File: src/rtl/matmul_operand_sp.sv
// Operand scratchpad for the matmul calc unit: A/B/C read ports, C write-back burst tracking, host port.
// Optional SP_WRITE_BYPASS_EN: same-cycle calc write forwarded to reads (write-first).
module matmul_operand_sp #(
  parameter int unsigned DATA_WIDTH = 8,
  parameter int unsigned BUS_WIDTH  = 16,
  parameter int unsigned ADDR_WIDTH = 32
) (
  input  logic                  clk_i,
  input  logic                  rst_i,
  input  logic [ADDR_WIDTH-1:0] address_a_i,
  input  logic [ADDR_WIDTH-1:0] address_b_i,
  input  logic [ADDR_WIDTH-1:0] address_c_i,
  output logic [BUS_WIDTH-1:0]  data_a_o,
  output logic [BUS_WIDTH-1:0]  data_b_o,
  output logic [BUS_WIDTH-1:0]  data_c_o,
  input  logic                  enable_w_i,
  input  logic [ADDR_WIDTH-1:0] address_i,
  input  logic [BUS_WIDTH-1:0]  data_i,
  input  logic                  host_wr_i,
  input  logic                  host_rd_i,
  input  logic [ADDR_WIDTH-1:0] host_addr_i,
  input  logic [BUS_WIDTH-1:0]  host_wdata_i,
  output logic                  host_ready_o,
  output logic [BUS_WIDTH-1:0]  host_rdata_o,
  output logic                  host_rvalid_o,
  input  logic                  clear_i,
  output logic [$clog2((BUS_WIDTH/DATA_WIDTH)*(BUS_WIDTH/DATA_WIDTH)):0] c_wr_count_o,
  output logic                  c_done_o,
  output logic                  addr_err_o
);
  localparam int unsigned MAX_DIM = BUS_WIDTH / DATA_WIDTH;
  localparam int unsigned C_WORDS = MAX_DIM * MAX_DIM;
  localparam int unsigned IDX_W   = (MAX_DIM > 1) ? $clog2(MAX_DIM) : 1;
  localparam int unsigned C_IDX_W = 2 * IDX_W;
  localparam int unsigned CNT_W   = $clog2(C_WORDS) + 1;

  typedef enum logic [1:0] {OP_NONE, OP_A, OP_B, OP_C} op_e;
  typedef enum logic [1:0] {S_IDLE, S_BURST, S_DONE} state_e;

  logic [BUS_WIDTH-1:0] mem_a [MAX_DIM];
  logic [BUS_WIDTH-1:0] mem_b [MAX_DIM];
  logic [BUS_WIDTH-1:0] mem_c [C_WORDS];
  state_e state;

  function automatic op_e decode(input logic [ADDR_WIDTH-1:0] addr);
    case (addr[4:0])
      5'b00100: return OP_A;
      5'b01000: return OP_B;
      5'b10000: return OP_C;
      default:  return OP_NONE;
    endcase
  endfunction

  // Index compares are equality-based so an unknown address selects nothing and reads 0.
  function automatic logic [BUS_WIDTH-1:0] lookup(input logic [ADDR_WIDTH-1:0] addr);
    logic [BUS_WIDTH-1:0] w;
    w = '0;
    case (decode(addr))
      OP_A: for (int i = 0; i < MAX_DIM; i++) if (addr[5 +: IDX_W] == IDX_W'(i)) w = mem_a[i];
      OP_B: for (int i = 0; i < MAX_DIM; i++) if (addr[5 +: IDX_W] == IDX_W'(i)) w = mem_b[i];
      OP_C: for (int i = 0; i < C_WORDS; i++) if (addr[5 +: C_IDX_W] == C_IDX_W'(i)) w = mem_c[i];
      default: w = '0;
    endcase
    return w;
  endfunction

`ifdef SP_WRITE_BYPASS_EN
  function automatic logic same_word(input logic [ADDR_WIDTH-1:0] a, input logic [ADDR_WIDTH-1:0] b);
    if (decode(a) != decode(b) || decode(a) == OP_NONE) return 1'b0;
    if (decode(a) == OP_C) return a[5 +: C_IDX_W] == b[5 +: C_IDX_W];
    return a[5 +: IDX_W] == b[5 +: IDX_W];
  endfunction
`endif

  function automatic logic [BUS_WIDTH-1:0] read_port(input logic [ADDR_WIDTH-1:0] addr);
    logic [BUS_WIDTH-1:0] w;
    w = lookup(addr);
`ifdef SP_WRITE_BYPASS_EN
    if (enable_w_i && same_word(addr, address_i)) w = data_i;
`endif
    return w;
  endfunction

  // Calc unit always wins the single write path.
  logic                  host_wr_acc_c, host_rd_acc_c, wr_en_c, wr_err_c, calc_c_wr_c;
  logic [ADDR_WIDTH-1:0] wr_addr_c;
  logic [BUS_WIDTH-1:0]  wr_data_c;
  op_e                   wr_op_c;

  assign host_ready_o = ~enable_w_i;

  always_comb begin
    host_wr_acc_c = host_wr_i & ~enable_w_i;
    host_rd_acc_c = host_rd_i & ~host_wr_i & ~enable_w_i;
    wr_en_c       = enable_w_i | host_wr_acc_c;
    wr_addr_c     = enable_w_i ? address_i : host_addr_i;
    wr_data_c     = enable_w_i ? data_i : host_wdata_i;
    wr_op_c       = decode(wr_addr_c);
    wr_err_c      = wr_en_c && (wr_op_c == OP_NONE);
    calc_c_wr_c   = enable_w_i && (decode(address_i) == OP_C);
  end

  always_ff @(posedge clk_i) begin
    if (rst_i) begin
      for (int i = 0; i < MAX_DIM; i++) begin
        mem_a[i] <= '0;
        mem_b[i] <= '0;
      end
      for (int i = 0; i < C_WORDS; i++) mem_c[i] <= '0;
    end else if (wr_en_c) begin
      case (wr_op_c)
        OP_A: for (int i = 0; i < MAX_DIM; i++) if (wr_addr_c[5 +: IDX_W] == IDX_W'(i)) mem_a[i] <= wr_data_c;
        OP_B: for (int i = 0; i < MAX_DIM; i++) if (wr_addr_c[5 +: IDX_W] == IDX_W'(i)) mem_b[i] <= wr_data_c;
        OP_C: for (int i = 0; i < C_WORDS; i++) if (wr_addr_c[5 +: C_IDX_W] == C_IDX_W'(i)) mem_c[i] <= wr_data_c;
        default: ;
      endcase
    end
  end

  // Read ports, host response, error flag and write-back burst tracking.
  always_ff @(posedge clk_i) begin
    if (rst_i) begin
      data_a_o      <= '0;
      data_b_o      <= '0;
      data_c_o      <= '0;
      host_rdata_o  <= '0;
      host_rvalid_o <= 1'b0;
      c_wr_count_o  <= '0;
      c_done_o      <= 1'b0;
      addr_err_o    <= 1'b0;
      state         <= S_IDLE;
    end else begin
      data_a_o      <= read_port(address_a_i);
      data_b_o      <= read_port(address_b_i);
      data_c_o      <= read_port(address_c_i);
      host_rvalid_o <= host_rd_acc_c;
      if (host_rd_acc_c) host_rdata_o <= read_port(host_addr_i);
      c_done_o <= 1'b0;
      if (clear_i) begin
        addr_err_o   <= 1'b0;
        c_wr_count_o <= '0;
        state        <= S_IDLE;
      end else begin
        if (wr_err_c) addr_err_o <= 1'b1;
        case (state)
          S_BURST: begin
            if (calc_c_wr_c) begin
              c_wr_count_o <= CNT_W'(c_wr_count_o + 1'b1);
              if (c_wr_count_o == CNT_W'(C_WORDS - 1)) begin
                state    <= S_DONE;
                c_done_o <= 1'b1;
              end
            end
          end
          default: begin
            // A C write arriving in IDLE or DONE opens a new burst.
            if (calc_c_wr_c) begin
              c_wr_count_o <= CNT_W'(1);
              state        <= S_BURST;
            end else begin
              state <= S_IDLE;
            end
          end
        endcase
      end
    end
  end

  logic unused_addr_bits;
  assign unused_addr_bits = ^{address_a_i[ADDR_WIDTH-1:5+C_IDX_W], address_b_i[ADDR_WIDTH-1:5+C_IDX_W],
                              address_c_i[ADDR_WIDTH-1:5+C_IDX_W], address_i[ADDR_WIDTH-1:5+C_IDX_W],
                              host_addr_i[ADDR_WIDTH-1:5+C_IDX_W]};
endmodule
File: config.mk
export PLATFORM = sky130hd
export DESIGN_NAME = matmul_operand_sp
export DESIGN_NICKNAME = d
export VERILOG_FILES = /design/src/rtl/matmul_operand_sp.sv
export SDC_FILE = /design/constraint.sdc
export NUM_CORES = 1
export LEC_CHECK = 0
export CORE_ASPECT_RATIO = 0.6
export CORE_MARGIN = 2
export CORE_UTILIZATION = 45
export CTS_CLUSTER_DIAMETER = 40
export DETAILED_ROUTE_END_ITERATION = 8
export PLACE_DENSITY = 0.76
export RECOVER_POWER = 25
export SYNTH_ARGS = -nofsm -noshare
export SYNTH_HDL_FRONTEND = slang
export SYNTH_SLANG_ARGS = --single-unit
File: constraint.sdc
create_clock -name clk_i -period 3.2 [get_ports clk_i]
set_input_delay 0.48 -clock clk_i [delete_from_list [all_inputs] [get_ports clk_i]]
set_output_delay 0.48 -clock clk_i [all_outputs]
set_load 0.02 [all_outputs]
==> results.cfg, run 1 <==
[critical_path]
cp_max_fo = 16
crit_buf_inv = 1
worst_setup_path_start_kind = primary input
cp_slowest_cell = or3b_1
rr_endpoint = host_rdata_o[7]
crit_family = simple AND/OR/NAND/NOR gates
slowest_delay_ps = 730
cp_cell_sequence = clkdlybuf4s50_1 -> nor3b_1 -> o221a_2 -> or3b_1 -> nor2_1
r2r-start = mem_c[3][7]
rr_worst_depth = 3
worst-r2r-setup-slack_ps = 1540
critical_path_class = in2reg
crit_required_ps = 3490
cp-end-kind = flip-flop
arrival_ps = 2830

[routing]
wl_met3_microns = 4470
drt-wirelength-per-cell_microns = 25.8
wirelength_microns = 34600
drt-initial-drc-count = 1208
top_layer_used = met5
detail-route-antenna-nets = 0
via_per_inst = 6.35
wl_met1_microns = 14800
vias = 8528
wl_met2_microns = 14500
drc = 0
dr.pass1.iters = 7

[floorplanning]
rows = 43
die_height_microns = 124
ios = 269
core-area_sq_mm = 0.0232
start_util_pct = 46.2
fp.dieArea_sq_mm = 0.0252
die_x_microns = 203

[grt]
grt_pass1_wl_microns = 51100
grt_util_all_layers_pct = 28.2
grt_pass1_vias = 8213
antenna_found_initial = 1
grt_overflow = 0
grt_start_max_net_pins = 41

[synthesis]
synth_enable_flop_cells = 128
yosysWarnings = 0
synthCells = 867
ys_ff_latch = 200
async_flop_share_pct = 0
avgSynthCellArea_sq_um = 12.4
synth_top_flop_cell = edfxtp_1
synth_cell_types = 49
yosys-top-cells-area = edfxtp_1 (36%), dfxtp_1 (13%), mux4_2 (13%)
synth_nets = 1067
yosysTopAreaCellShare_pct = 35.8
synth.cell_area_sq_mm = 0.0107
ys_seq_area_share_pct = 49.2
yosys.area.top_type = edfxtp_1

[clock_network]
clkTransAtPathRegs_ps = 70
cts.sinks = 200
ctsHtreeMaxLevel = 4
clockRootBuffer = clkbuf_16
clock_latency_ps = 450
post_cts_resized = 0
cts_made_buffers = 17
cts_tree = yes
clockBufferDepth = 2
hold_buffers = 0
cts_setup_buffers = 0

[power_and_ir_drop]
p_per_area_mw_per_mm2 = 446
finalPower_mw = 5.93
p_leak_nw = 4.93
peakVddDrop_mv = 0.290

[finish]
syn_to_final_growth_pct = 24.0
final-seq-area_sq_mm = 0.00529
layout-drive-gt1-share_pct = 18.7
multi_input_area_sq_mm = 0.00514
diodes = 0
nFillCells = 1880
final_nets = 1215

[status]
status = complete, no violations

[worst_hold_path]
min_to = host_rvalid_o
min_from = enable_w_i
whs_path_depth = 2
hold_path.class = in2reg

[timing]
tightest_slew_ps = 1090
fin_crit_sh_pct = 79.2
period_minus_slack_ps = 2530
timing.fmax_ghz = 0.395
tns_ps = 0
setup_viol = 0
slew_headroom_pct = 27.6
clock_skew_ps = 9.50
hold_violations = 0
slew_viol_final = 0
rsz0062_at_grt = no

[job]
max-cap-violations = 0

[place]
dp_hpwl_microns = 22800
gp_congestion = 0.841
portBuffers = 143
[power by group]
group | leakage (nW) | switching (mW) | total, mW | internal, mW
Combinational | 2.83 | 0.387 | 0.775 | 0.388
Clock | 0.305 | 1.00 | 2.23 | 1.22
Sequential | 1.80 | 0.0959 | 2.93 | 2.84
Total | 4.93 | 1.49 | 5.93 | 4.45
[cells in the final DEF, fill, tap and decap left out, types with 20 or more instances in the layout]
| cell type | instances |
|---|---|
| nand2_1 | 68 |
| edfxtp_1 | 128 |
| clkbuf_16 | 20 |
| o21ai_0 | 21 |
| dlygate4sd3_1 | 60 |
| mux4_2 | 64 |
| a21oi_1 | 52 |
| nor2_1 | 100 |
| clkdlybuf4s50_1 | 78 |
| o22a_1 | 48 |
| mux2_2 | 32 |
| buf_4 | 50 |
| mux2i_1 | 114 |
| dfxtp_1 | 72 |
[stage by stage]
stage	util, %	std cells	worst slack [ps]	hold WS (ps)	cell area, sq um
floorplan	-	867	636	519	10700
global placement	54.7	1311	487	439	12700
detailed placement	54.7	1311	421	445	12700
CTS	57.3	1343	898	409	13300
global route	57.3	1343	416	453	13300
finish	57.3	1343	666	436	13300
[flip-flops by register name (all words and copies together) (netlist names)]
signal         cells
c_wr_count_o       3
host_rdata_o      16
mem_a             32
state              2
data_b_o          16
data_a_o          16
data_c_o          16
mem_b             32
c_done_o           1
mem_c             64
addr_err_o         1
host_rvalid_o      1
[how the worst max path moves through the flow]
stage | startpoint | endpoint | slack (ps) | depth (start not counted)
6_report | address_i[1] | mem_c[2][8] | 670 | 5
5_1_grt | address_i[1] | mem_c[2][8] | 420 | 5
4_1_cts | host_addr_i[2] | mem_c[2][3] | 900 | 5
3_5_place_dp | host_addr_i[2] | mem_c[2][3] | 420 | 5
3_3_place_gp | host_addr_i[2] | mem_c[2][12] | 490 | 5
2_1_floorplan | enable_w_i | mem_a[0][16] | 640 | 6
[area by class of cell]
class	instances	area share, %
flip-flops and latches	200	39.7
multi-input cells	592	38.6
repair buffers	198	14.0
clock buffers	20	3.76
well taps	315	2.96
clock inverters	12	0.789
inverters	6	0.169
[synth_stat cells (7+ instances only)]
cell,instances
a21oi_1,52
clkbuf_1,31
nor2_1,100
buf_2,25
mux4_2,64
mux2_2,32
a222oi_1,16
nand3b_1,10
nand2b_1,7
mux2i_1,114
o21ai_0,21
buf_1,9
edfxtp_1,128
nand2_1,68
dfxtp_1,72
o22a_1,48
[cells by family after synthesis]
family	share of synthesized area [%]
AOI/OAI and AO/OA	10.5
xor gates and xnor gates	0.163
adders and majority gates	0.233
buffers and inverters	3.13
DFF	49.2
muxes	27.4
and+or+nand+nor	9.38
[per-layer routing]
metal,GRT usage (%),vias up
met3,6.80,78
li1,-,3654
met1,41.1,4192
met4,9.67,2
met5,0,-
met2,41.2,602
(Power assumes the default switching activity.)
==> inputs of run 2 (changes only) <==
- PLACE_DENSITY: 0.76 -> 0.79
- clock period: 3.2 -> 2.05 ns (I/O delays scaled with it)
==> run 2 against run 1 <==
Against the previous run:
- worst hold slack got worse by 160 ps
- critical path type unchanged
- combinational power increased by 69%
- via count is 1.8% higher
- cell area rose by 3.7%
==> results.cfg, run 2 (synthesized netlist as in run 1, its figures left out) <==
[status]
status = complete, no violations

[timing]
rsz0062_at_grt = no
clock_skew_ps = 8.01
timing.fmax_ghz = 0.512
hold_violations = 0
setup_viol = 0
slew_viol_final = 0
tightest_slew_ps = 972
tns_ps = 0
layout_setup_ws_ps = 97.7
period_minus_slack_ps = 1950
fin_crit_sh_pct = 95.2
slew_headroom_pct = 35.2

[grt]
grt_pass1_vias = 8650
grt_start_max_net_pins = 36
grt_util_all_layers_pct = 28.0
antenna_found_initial = 0
grt_pass1_wl_microns = 51400
grt_overflow = 0

[clock_network]
ctsHtreeMaxLevel = 4
post_cts_resized = 0
cts_tree = yes
clockBufferDepth = 2
cts.sinks = 200
hold_buffers = 0
cts_setup_buffers = 0
clockRootBuffer = clkbuf_16
clock_latency_ps = 430
cts_made_buffers = 17
clkTransAtPathRegs_ps = 70

[finish]
syn_to_final_growth_pct = 28.6
top_regs = mem_c (64), mem_a (32), mem_b (32)
largest_register_ffs = 64
layout-drive-gt1-share_pct = 21.6
final_nets = 1254
multi_input_area_sq_mm = 0.00515
largest-register = mem_c
final_common_cell = edfxtp_1
fin_cells = 1382
layout_common_cells = edfxtp_1 (128), clkdlybuf4s50_1 (118), mux2i_1 (114)
final-seq-area_sq_mm = 0.00529
diodes = 0
final_util_pct = 59.4
nFillCells = 1848

[power_and_ir_drop]
p_per_area_mw_per_mm2 = 651
p_leak_nw = 5.02
peakVddDrop_mv = 0.596

[floorplanning]
fp.dieArea_sq_mm = 0.0252
rows = 43
start_util_pct = 46.2
ios = 269
die_x_microns = 203
die_height_microns = 124
core-area_sq_mm = 0.0232

[critical_path]
rr_worst_depth = 4
critPathCapture = mem_a[0][14]
arrival_ps = 2080
worst_setup_path_start_kind = primary input
cp-startpoint = address_i[2]
r2r-start = mem_c[3][14]
cp-end-kind = flip-flop
cp_max_fo = 16
crit_required_ps = 2180
worst-r2r-setup-slack_ps = 370
rr_endpoint = host_rdata_o[14]
critical_path_class = in2reg

[routing]
wirelength_microns = 34600
detail-route-antenna-nets = 0
via_per_inst = 6.28
vias = 8680
drt-wirelength-per-cell_microns = 25.0
drc = 0
dr.pass1.iters = 7
drt-initial-drc-count = 1340

[place]
dp_cells = 1350
dp_hpwl_microns = 23700
gp_congestion = 0.900
portBuffers = 143
dp_slack_ps = -285

[job]
max-cap-violations = 0

[worst_hold_path]
hold_path.class = in2reg
==> run 2: cell types whose count changed in the layout (fill, tap and decap cells not counted), moves of 2 or more <==
cell             before  now
a31o_1                3    1
clkbuf_1              1    5
clkbuf_16            20   17
o21bai_2              0    2
buf_4                50   60
dlygate4sd3_1        60   20
clkbuf_2              0    4
clkinvlp_4            0    3
clkinv_2              3    1
inv_4                 2    0
clkdlybuf4s50_1      78  118
o21bai_1              2    0
a31o_2                0    2
buf_12                4   27
==> run 2: worst min-delay path by stage <==
stage                           startpoint                to  depth (start not counted)
after floorplan                    clear_i        addr_err_o                          1
after global placement    host_rdata_o[12]  host_rdata_o[12]                          2
after detailed placement  host_rdata_o[10]  host_rdata_o[10]                          2
after CTS                       enable_w_i     host_rvalid_o                          2
after global routing            enable_w_i     host_rvalid_o                          2
final                           enable_w_i     host_rvalid_o                          2
==> run 2: routing by layer <==
metal,vias to the layer above,GRT usage (%),part of all wire [%]
met2,696,42.2,44
met1,4178,37.4,38
met3,73,10.4,16
met5,-,0,0
met4,0,9.81,2.4
li1,3733,-,-
==> run 2: where the power goes <==
part | leakage, nW | internal [mW] | switching (mW)
Combinational | 2.98 | 0.687 | 0.628
Clock | 0.247 | 1.56 | 1.52
Sequential | 1.80 | 4.43 | 0.163
==> run 2: area by class of cell <==
cell class / instances / area share, %
clock inverter: 13 / 0.671
timing repair buffer: 237 / 17.6
tap: 315 / 2.85
sequential: 200 / 38.3
inverter: 6 / 0.163
multi-input combinational: 592 / 37.3
clock buffer: 19 / 3.14
==> run 2: critical path: stages <==
cell             delay, ps
clkdlybuf4s50_1        560
nor4bb_1               450
o22ai_1                220
nand2b_1               200
nand2b_1               130
buf_12                 210
==> run 2: stage by stage <==
step           power (mW)  instance area (sq um)  hold WS [ps]
2_1_floorplan        5.35                  10700           387
3_3_place_gp         5.90                  13300           440
5_1_grt              9.27                  13800           295
6_report             8.99                  13800           276
3_5_place_dp         5.95                  13300           443
4_1_cts              8.98                  13900           263
